$ cat config.mk
export PLATFORM = sky130hd
export DESIGN_NAME = seg_scan_mux
export DESIGN_NICKNAME = d
export VERILOG_FILES = /design/src/rtl/seg_scan_mux.sv
export SDC_FILE = /design/constraint.sdc
export NUM_CORES = 1
export LEC_CHECK = 0
export BUFFER_PORTS_ARGS = -buffer_cell sky130_fd_sc_hd__buf_2
export CORE_MARGIN = 1.5
export CORE_UTILIZATION = 40
export DETAILED_ROUTE_END_ITERATION = 6
export PLACE_DENSITY_LB_ADDON = 0.12
export SYNTH_ARGS = -nofsm -noshare
export SYNTH_HDL_FRONTEND = slang
export SYNTH_SLANG_ARGS = --single-unit
$ cat constraint.sdc
create_clock -name clk -period 3.15 [get_ports clk]
set_clock_uncertainty 0.1 [all_clocks]
set_input_delay 0 -clock clk [delete_from_list [all_inputs] [get_ports clk]]
set_output_delay 0 -clock clk [all_outputs]
set_load 0.1 [all_outputs]
$ cat src/rtl/seg_scan_mux.sv
// Purpose: time-multiplex four 7-segment patterns onto one shared segment bus with per-digit anodes.
// Latency: outputs are registered, one cycle behind the slot counter state they are decoded from.
// Backpressure: none; inputs are sampled once per frame into shadow registers and otherwise ignored.
module seg_scan_mux #(
  parameter int PRESCALE = 50000,
  parameter int BLANK    = 16
) (
  input  logic       clk,
  input  logic       reset,
  input  logic [6:0] in0,
  input  logic [6:0] in1,
  input  logic [6:0] in2,
  input  logic [6:0] in3,
  input  logic [3:0] digit_en,
  output logic [6:0] seg,
  output logic [3:0] an,
  output logic [1:0] cur_digit,
  output logic       frame_tick
);

  // Counter width covers 0..PRESCALE-1; PRESCALE >= 2 keeps this at least 1 bit.
  localparam int CW = $clog2(PRESCALE);
  localparam logic [CW-1:0] CNT_LAST  = CW'(PRESCALE - 1);
  localparam logic [CW-1:0] CNT_BLANK = CW'(BLANK);
  localparam logic [6:0]    SEG_DARK  = 7'h7F;
  localparam logic [3:0]    AN_OFF    = 4'b1111;

  // Slot timing state.
  logic [CW-1:0] cnt;
  logic [CW-1:0] cnt_nxt;
  logic [1:0]    idx;
  logic [1:0]    idx_nxt;

  // Per-frame snapshot of the input patterns and enables.
  logic [3:0][6:0] sh;
  logic [3:0][6:0] sh_nxt;
  logic [3:0]      she;
  logic [3:0]      she_nxt;

  // Next values of the registered outputs.
  logic [6:0] seg_nxt;
  logic [3:0] an_nxt;
  logic [1:0] cur_digit_nxt;
  logic       frame_tick_nxt;

  // Decode helpers.
  logic slot_end;
  logic load;
  logic lit;

  // Slot counter and digit index advance; index wraps 3 -> 0 naturally in 2 bits.
  always_comb begin
    slot_end = (cnt == CNT_LAST);
    cnt_nxt  = slot_end ? '0 : cnt + CW'(1);
    idx_nxt  = slot_end ? idx + 2'd1 : idx;
  end

  // Snapshot the inputs only at the very start of a frame so a frame is one coherent image.
  always_comb begin
    load    = (cnt == '0) && (idx == 2'd0);
    sh_nxt  = sh;
    she_nxt = she;
    if (load) begin
      sh_nxt  = {in3, in2, in1, in0};
      she_nxt = digit_en;
    end
  end

  // Output decode uses the post-load shadow; the load cycle is always blanked,
  // so a lit digit never sees its pattern change underneath it.
  always_comb begin
    lit            = (cnt >= CNT_BLANK) && she_nxt[idx];
    seg_nxt        = SEG_DARK;
    an_nxt         = AN_OFF;
    cur_digit_nxt  = idx;
    frame_tick_nxt = slot_end && (idx == 2'd3);
    if (lit) begin
      seg_nxt = sh_nxt[idx];
      an_nxt  = ~(4'b0001 << idx);
    end
  end

  // State and output registers with synchronous active-low reset.
  always_ff @(posedge clk) begin
    if (!reset) begin
      cnt        <= '0;
      idx        <= 2'd0;
      sh         <= {4{SEG_DARK}};
      she        <= 4'b0000;
      seg        <= SEG_DARK;
      an         <= AN_OFF;
      cur_digit  <= 2'd0;
      frame_tick <= 1'b0;
    end else begin
      cnt        <= cnt_nxt;
      idx        <= idx_nxt;
      sh         <= sh_nxt;
      she        <= she_nxt;
      seg        <= seg_nxt;
      an         <= an_nxt;
      cur_digit  <= cur_digit_nxt;
      frame_tick <= frame_tick_nxt;
    end
  end

endmodule

==> summary.md <==
| Metric | Value |
|---|---|
| Status | `finished clean` |
| Initial Util | `41.0%` |
| Global-route wire length before repair | `9.61 mm` |
| Area growth syn-to-layout | `32.1%` |
| Worst path cell trace | `nor4_4 > nand4_2 > nor4_4 > buf_4 > mux2i_1 > dlygate4sd3_1` |
| Seq/Total Area, Yosys | `46.2%` |
| Die W | `86.2 um` |
| Cell variety after synth | `28` |
| I/O pin total | `48` |
| Die H | `86.2 um` |
| Detailed Routing Iterations Pass 1 | `4` |
| Layout cells sized above 1 | `20.4%` |
| Pin count of the biggest net entering global routing | `60` |
| Bufs and invs on worst path | `2` |
| Core area | `6760 um2` |
| Placer Congestion | `0.751` |
| Worst Path Arrival | `2.75 ns` |
| Antenna violations before repair | `0` |
| Post-route ant nets | `0` |
| Family with the most delay on the worst path | `buffers and inverters` |
| Cell depth of the worst setup path | `6` |
| Clk_lat worst skew | `0.33 ns` |
| DR WL/cell | `12.7 um` |
| Cell seen most often among critical-path stages | `nor4_4` |
| Max-Cap Viols | `0` |
| DP HPWL | `3.55 mm` |
| Endpoint type of the worst setup path | `register` |
| CP required | `3.32 ns` |
| Flops & latches, synth | `64` |
| Number of post-CTS setup repair buffers | `0` |
| Crit-path slowest cell | `dlygate4sd3_1` |
| Vias in the first global route | `2,193` |
| Setup-failing EPs final | `0` |
| H-tree levels | `3` |
| Max incr delay on CP | `0.55 ns` |
| Max rail drop VDD | `269 uV` |
| CTS Buffer Depth | `2` |
| CTS tree | `yes` |
| Maximum clock frequency | `388 MHz` |
| Setup TNS | `0 ns` |
| Post-Syn Nets | `326` |
| CTS clk-pin slew, worst paths | `0.07 ns` |
| Ant. Diodes | `0` |
| Synth Area per Inst | `9.69 um2` |
| Yosys warns | `0` |
| Synth Instances | `286` |
| I/O Buffers | `47` |
| PwrDens | `502 nW/um2` |
| Leakage power | `1.52 nW` |
| Clock Sinks | `64` |
| Root buffer cell | `clkbuf_8` |
| Number of cell rows | `30` |
| Slew @ Worst Pin | `0.951 ns` |
| Worst Hold Class | `input pin to register` |
| Crit path max fanout | `32` |
| Post-cts sizing count | `0` |
| RSZ-0062 raised after global routing | `no` |
| Crit Path Category | `register to register` |
| Reg2Reg Depth | `6` |
| Final Max Tran Viols | `0` |
| Avg Vias per Cell | `4.81` |
| Post-Route WL | `5.79 mm` |
| # nets final | `412` |
| Worst slew margin | `36.5%` |
| Inserted Clock Buffers | `9` |
| Initial drt markers | `92` |
| Crit start category | `register` |
| Hold Crit Depth | `4` |
| Die area | `7440 um2` |
| Total GRT Usage | `16.7%` |
| Final Hold Viols | `0` |
| Final hold slack | `0.356 ns` |
| Total number of vias | `2,197` |
| Fin crit share | `81.7%` |
| Min Tclk post-route | `2.57 ns` |
| Post-route DRC violation count | `0` |
| GRT overflow | `0` |
| Mapped Area | `2770 um2` |
kinds of logic (layout without fill, tap and decap cells):
logic type,Yosys count,count (layout),synth area share [%]
xor gates and xnor gates,14,14,4.42
muxes,41,41,18.4
adders and majority gates,6,6,2.71
DFF,64,64,46.2
buffers and inverters,25,116,4.56
AOI/OAI and AO/OA,3,3,1.49
and+or+nand+nor,133,133,22.2
path summary, 6_finish.rpt:
path	slack (ns)	endpoint	start
max	0.58	she[0]	cnt[5]
max reg2reg	0.58	she[0]	cnt[5]
min	0.36	sh[8]	in1[1]
min reg2reg	0.39	cnt[0]	cnt[0]
per-layer routing:
layer  wire [um]  track usage, %  up-vias  share of wire, %
met5           0               0        -                 0
met4          45            5.28        0              0.78
met3         286            5.62        4               4.9
met2        2800            28.6       54                48
met1        2660            19.9     1014                46
li1            -               -     1125                 -
cells in the final DEF, fill, tap and decap left out, types with 8 or more instances in the layout:
cell           netlist  routed
inv_1                9       9
xnor2_1             13      13
mux4_2               8       8
clkbuf_8             0      13
dlygate4sd3_1        0      41
nand2_1             19      19
buf_2                1      47
nor2_1              78      78
dfxtp_1             64      64
mux2i_1             33      33
synth_stat cells:
cell type  number  area, um2
a21oi_1         1       5.00
and3_1          1       6.26
and4_1          1       8.76
buf_2           1       5.00
buf_6           4       45.0
clkbuf_1        9       33.8
clkbuf_2        1       5.00
dfxtp_1        64       1280
ha_1            6       75.1
inv_1           9       33.8
inv_2           1       3.75
mux2i_1        33        330
mux4_2          8        180
nand2_1        19       71.3
nand2b_1        7       43.8
nand3_1         7       35.0
nand4_1         4       25.0
nand4_2         1       12.5
nand4b_1        1       8.76
nor2_1         78        293
nor2b_1         1       6.26
nor3_1          6       30.0
nor4_1          5       31.3
nor4_4          2       42.5
o41ai_1         1       8.76
o41ai_4         1       27.5
xnor2_1        13        114
xor2_1          1       8.76
per-stage QoR:
stage	utilization (%)	power (mW)	std cells	setup slack [ns]	area (um2)
floorplan	-	1.03	286	1.37	2770
global placement	44.9	1.06	400	0.999	3030
detailed placement	44.9	1.07	400	0.864	3030
CTS	54.2	1.86	457	0.576	3660
global route	54.2	1.92	457	0.463	3660
finish	54.2	1.84	457	0.576	3660
flip-flops by register name (all words and copies together), names as in the netlist:
signal	flops
she	4
an	4
seg	7
cnt	16
cur_digit_nxt	2
cur_digit	2
sh	28
frame_tick	1
where the power goes:
part | leakage (nW) | total [mW] | switching [mW] | internal (mW)
logic | 0.880 | 0.210 | 0.0883 | 0.122
clock network | 0.113 | 0.747 | 0.295 | 0.451
registers | 0.524 | 0.879 | 0.0245 | 0.855
total | 1.52 | 1.84 | 0.408 | 1.43
cell type report:
| class | instances | area, um2 |
|---|---|---|
| clock inverters | 2 | 35.0 |
| clock buffers | 14 | 183 |
| fillers | 631 | 3100 |
| flip-flops and latches | 64 | 1280 |
| inverters | 10 | 37.5 |
| repair buffers | 90 | 661 |
| well taps | 80 | 100 |
| multi-input cells | 197 | 1360 |
worst reg2reg max path, stage by stage (launching register included):
cell and delay (ns):
dfxtp_1 0.38, nor4_4 0.33, nand4_2 0.16, nor4_4 0.23
buf_4 0.50, mux2i_1 0.27, dlygate4sd3_1 0.55
timing repair:
action | CTS | global route
hold endpoints to repair | 34 | 0
hold buffers | 41 | 0
setup endpoints to repair | 0 | 0
Power figures use the tool's default switching activity.
